`config.mk`:
```
export PLATFORM = sky130hd
export DESIGN_NAME = vga_scanout_reader
export DESIGN_NICKNAME = d
export VERILOG_FILES = /design/src/rtl/vga_scanout_reader.sv
export SDC_FILE = /design/constraint.sdc
export NUM_CORES = 1
export LEC_CHECK = 0
export ABC_AREA = 1
export BUFFER_PORTS_ARGS = -buffer_cell sky130_fd_sc_hd__buf_4
export CAP_MARGIN = 40
export CORE_ASPECT_RATIO = 0.5
export CORE_MARGIN = 2
export CORE_UTILIZATION = 31
export DETAILED_ROUTE_END_ITERATION = 10
export SYNTH_ARGS = -nofsm -noshare
export SYNTH_HDL_FRONTEND = slang
export SYNTH_SLANG_ARGS = --single-unit
```
`constraint.sdc`:
```
create_clock -name clock -period 1.77 [get_ports clock]
set_input_delay 0 -clock clock [delete_from_list [all_inputs] [get_ports clock]]
set_output_delay 0 -clock clock [all_outputs]
set_load 0.01 [all_outputs]
```
`src/rtl/vga_scanout_reader.sv`:
```
// vga_scanout_reader: 640x480@60 (parameterisable) raster generator that
// fetches pixels sequentially from an 8-bit framebuffer and realigns the
// returned data with hsync/vsync/blank at the output pins.
module vga_scanout_reader #(
  parameter int H_ACTIVE   = 640,
  parameter int H_FP       = 16,
  parameter int H_SYNC     = 96,
  parameter int H_BP       = 48,
  parameter int V_ACTIVE   = 480,
  parameter int V_FP       = 10,
  parameter int V_SYNC     = 2,
  parameter int V_BP       = 33,
  parameter int RD_LATENCY = 1
) (
  input  logic        clock,
  input  logic        reset,
  input  logic        enable,
  output logic [18:0] fb_rd_addr,
  input  logic [7:0]  fb_rd_data,
  output logic [7:0]  pixel_out,
  output logic        hsync,
  output logic        vsync,
  output logic        blank_n,
  output logic        frame_start
);

  localparam int H_TOTAL = H_ACTIVE + H_FP + H_SYNC + H_BP;
  localparam int V_TOTAL = V_ACTIVE + V_FP + V_SYNC + V_BP;
  localparam int HW      = $clog2(H_TOTAL);
  localparam int VW      = $clog2(V_TOTAL);
  localparam int D       = RD_LATENCY + 1;

  localparam logic [HW-1:0] H_LAST     = HW'(H_TOTAL - 1);
  localparam logic [HW-1:0] H_ACT      = HW'(H_ACTIVE);
  localparam logic [HW-1:0] H_ACT_LAST = HW'(H_ACTIVE - 1);
  localparam logic [HW-1:0] HS_BEG     = HW'(H_ACTIVE + H_FP);
  localparam logic [HW-1:0] HS_END     = HW'(H_ACTIVE + H_FP + H_SYNC - 1);
  localparam logic [VW-1:0] V_LAST     = VW'(V_TOTAL - 1);
  localparam logic [VW-1:0] V_ACT      = VW'(V_ACTIVE);
  localparam logic [VW-1:0] V_ACT_LAST = VW'(V_ACTIVE - 1);
  localparam logic [VW-1:0] VS_BEG     = VW'(V_ACTIVE + V_FP);
  localparam logic [VW-1:0] VS_END     = VW'(V_ACTIVE + V_FP + V_SYNC - 1);

  logic [HW-1:0] h_cnt_q, h_cnt_d;
  logic [VW-1:0] v_cnt_q, v_cnt_d;
  logic [18:0]   addr_q, addr_d;
  logic          in_active;
  logic          act_raw, hs_raw, vs_raw, fs_raw;
  logic [D-1:0]  act_q, hs_q, vs_q, fs_q;
  logic [7:0]    pix_q, pix_d;

  // Stage-0 raw timing decoded from the counters; forced inactive when disabled
  always_comb begin
    in_active = (h_cnt_q < H_ACT) && (v_cnt_q < V_ACT);
    act_raw   = enable && in_active;
    hs_raw    = !(enable && (h_cnt_q >= HS_BEG) && (h_cnt_q <= HS_END));
    vs_raw    = !(enable && (v_cnt_q >= VS_BEG) && (v_cnt_q <= VS_END));
    fs_raw    = enable && (h_cnt_q == '0) && (v_cnt_q == '0);
  end

  // Next-state for raster counters and the incremental fetch address
  always_comb begin
    h_cnt_d = h_cnt_q;
    v_cnt_d = v_cnt_q;
    addr_d  = addr_q;
    if (!enable) begin
      h_cnt_d = '0;
      v_cnt_d = '0;
      addr_d  = '0;
    end else begin
      if (h_cnt_q == H_LAST) begin
        h_cnt_d = '0;
        v_cnt_d = (v_cnt_q == V_LAST) ? '0 : v_cnt_q + 1'b1;
      end else begin
        h_cnt_d = h_cnt_q + 1'b1;
      end
      // Address always names the next pixel to fetch; it only moves on visible pixels
      if (in_active) begin
        addr_d = ((h_cnt_q == H_ACT_LAST) && (v_cnt_q == V_ACT_LAST)) ? '0 : addr_q + 19'd1;
      end
    end
  end

  // Data returned RD_LATENCY clocks after its address lines up with pipeline stage D-2
  always_comb begin
    pix_d = act_q[D-2] ? fb_rd_data : '0;
  end

  // Counter, address and alignment pipeline registers
  always_ff @(posedge clock or negedge reset) begin
    if (!reset) begin
      h_cnt_q <= '0;
      v_cnt_q <= '0;
      addr_q  <= '0;
      act_q   <= '0;
      hs_q    <= '1;
      vs_q    <= '1;
      fs_q    <= '0;
      pix_q   <= '0;
    end else begin
      h_cnt_q <= h_cnt_d;
      v_cnt_q <= v_cnt_d;
      addr_q  <= addr_d;
      act_q   <= {act_q[D-2:0], act_raw};
      hs_q    <= {hs_q[D-2:0], hs_raw};
      vs_q    <= {vs_q[D-2:0], vs_raw};
      fs_q    <= {fs_q[D-2:0], fs_raw};
      pix_q   <= pix_d;
    end
  end

  assign fb_rd_addr  = addr_q;
  assign pixel_out   = pix_q;
  assign blank_n     = act_q[D-1];
  assign hsync       = hs_q[D-1];
  assign vsync       = vs_q[D-1];
  assign frame_start = fs_q[D-1];

endmodule

```
==> flow_summary.toml <==
[cells_and_area]
design_area_sq_um = 3660
regArea_sq_um = 1380
area_delta_synth_final_pct = 23.2
diodes = 0
final_cell_mix = "nand2_1 (104), dfrtp_1 (50), nor2_1 (48), buf_4 (46), inv_1 (45)"
layout.nets = 445
layout_commonest_cell = "nand2_1"
drive_gt1_share_pct = 20.0
multi_input_area_sq_um = 1350
final_cells = 551
nFillCells = 943
final_util_pct = 39.0

[setup_path]
critPathRequiredTime_ns = 1.95
endpoint = "fb_rd_addr[13]"
timing.rr.end = "fb_rd_addr[13]"
r2r_slack_ns = 0.19
critPathKind = "flop to flop"
critPathLaunch = "h_cnt_q[0]"
end_kind = "flop"
worstRegToRegCells = 6
start_kind = "flop"
regToRegStartpoint = "h_cnt_q[0]"
arrival_ns = 1.76
path_max_fanout = 14

[synth]
netlist.area_leader.share_pct = 42.9
netlist_area_sq_um = 2970
netlist_instances = 374
synth_edf_count = 0
ys_ff_latch = 55
synth_top_flop_cell = "dfrtp_1"
synthTopCellsByArea = "dfrtp_1 (43%), nand2_1 (13%), nor2_1 (6.1%), inv_1 (5.7%), nand3_1 (3.9%)"
async_reset_ff_share_pct = 100
syn_nets = 390
yosysWarnings = 0
synthesis.area_per_instance_sq_um = 7.95
ys_seq_area_share_pct = 46.5
yosysTopAreaCell = "dfrtp_1"
synth.distinct_cells = 34

[status]
status = "finished clean"

[sta]
period_share_pct = 89.5
rsz0062_at_grt = "false"
tns_ns = 0
clock_skew_ns = 0.00535
slew_headroom_pct = 52.7
worst_pin_slew_ns = 0.709
finalCriticalPeriod_ns = 1.58
slew_viol_final = 0
fin_hold_ws_ns = 0.0417
setup_viol = 0
max_freq_ghz = 0.631
hold_viol = 0

[floorplan]
ioPinCount = 42
rows = 25
fp.dieH_um = 73.2
core_area_sq_um = 9380
die_w_um = 142
start_util_pct = 31.7
die-area_sq_um = 10400

[grt]
grt_overflow = 0
grt_pass1_vias = 2371
grt_max_degree = 56
grt_pass1_wl_um = 11100
antenna_found_initial = 0
grtUsageTotal_pct = 13.5

[clock_network]
cts_buffer_depth = 2
cts_max_level = 2
post_cts_buffers = 0
root_buffer = "clkbuf_16"
cts.clk_slew.worst_paths_ns = 0.07
clk_latency_ns = 0.30
cts_made_buffers = 5
cts_tree = "yes"
clkSinkCount = 55

[run]
max_cap_viol_count = 0

[route]
first_pass_iters = 4
initialDrtViolationCount = 117
drc_errors = 0
wl_per_cell_um = 12.1
viasPerCell = 4.57
vias = 2519
routed_wl_um = 6640
ant_nets = 0

[power]
power.leakage_nw = 1.73
power.density_nw_per_um2 = 685
ir_drop_uv = 337

[place]
globalplace.congestion = 0.847
dp_hpwl_um = 4680
place_inst = 534
port_buffers = 41
dpl_cell_area_sq_um = 3410

[hold_path]
hold_path_class = "input pin to flop"
hold_depth = 2
worst max-delay path, stage by stage (launching register included):
cell and delay, ns:
dfrtp_1 0.39, ha_1 0.21, nand3_2 0.12, nor2_2 0.20
nand4_1 0.18, nand2_4 0.24, o21ai_0 0.13
report_power, final:
part	total, mW	internal, mW	switching, mW
logic	0.183	0.0799	0.103
clock network	1.02	0.531	0.487
registers	1.31	1.29	0.0226
total	2.51	1.90	0.613
how the worst min path moves through the flow:
stage	slack (ns)	end	from
finish	0.04	vs_q[0]	enable
global route	0.05	vs_q[0]	enable
CTS	0.04	vs_q[0]	enable
global placement	0.1	fb_rd_addr[18]	reset
floorplan	-0.30	act_q[0]	reset
detailed placement	0.1	fb_rd_addr[18]	reset
what timing repair did:
action                                 in CTS  in global routing
gates resized for setup                     0                  2
hold buffers                                9                  0
endpoints found under the hold margin      59                  0
setup endpoints to repair                   0                  9
registers in the layout, indices dropped and copies added (netlist names):
name	flops
act_q	2
fb_rd_addr	19
fs_q	2
h_cnt_q	10
hs_q	2
pixel_out	8
v_cnt_q	10
vs_q	2
layer usage:
metal,track usage [%],part of all wire (%)
met1,17.5,49
met2,23.1,46
met3,2.56,3.2
met4,4.40,1.2
met5,0,0
cell type report:
class / instances / share of cell area [%]
Clock buffer: 5 / 3.42
Clock inverter: 3 / 0.684
Inverter: 49 / 5.09
Multi-Input combinational cell: 263 / 37.0
Sequential cell: 55 / 37.8
Tap cell: 121 / 4.14
Timing Repair Buffer: 55 / 11.9
Yosys cell counts (2+ instances only):
cell type,count
a31oi_1,2
nor2_1,48
inv_2,3
inv_1,45
ha_1,5
nand3_2,3
xnor2_1,3
nor3_1,6
xor2_1,9
o21ai_2,7
dfstp_2,4
nor2_4,2
nand2_2,4
nand2_1,104
nand3_1,23
o21ai_0,16
a21oi_1,3
o22ai_2,3
buf_6,3
o21bai_1,4
nand4_1,14
dfrtp_1,51
cell families after synthesis:
| family | count (synthesis) | synth area share, % |
|---|---|---|
| DFF | 55 | 46.5 |
| and+or+nand+nor | 210 | 31.5 |
| adders and majority gates | 5 | 2.11 |
| xor gates and xnor gates | 12 | 3.54 |
| AOI/OAI and AO/OA | 36 | 8.25 |
| buffers and inverters | 56 | 8.13 |
metrics by stage:
| step | total power [mW] | setup slack [ns] |
|---|---|---|
| 6_report | 2.51 | 0.185 |
| 5_1_grt | 2.62 | 0.0155 |
| 4_1_cts | 2.54 | 0.0598 |
| 3_5_place_dp | 1.50 | 0.0843 |
| 3_3_place_gp | 1.50 | 0.127 |
| 2_1_floorplan | 1.41 | 0.348 |
No activity file was read; power rests on OpenSTA's default activity.
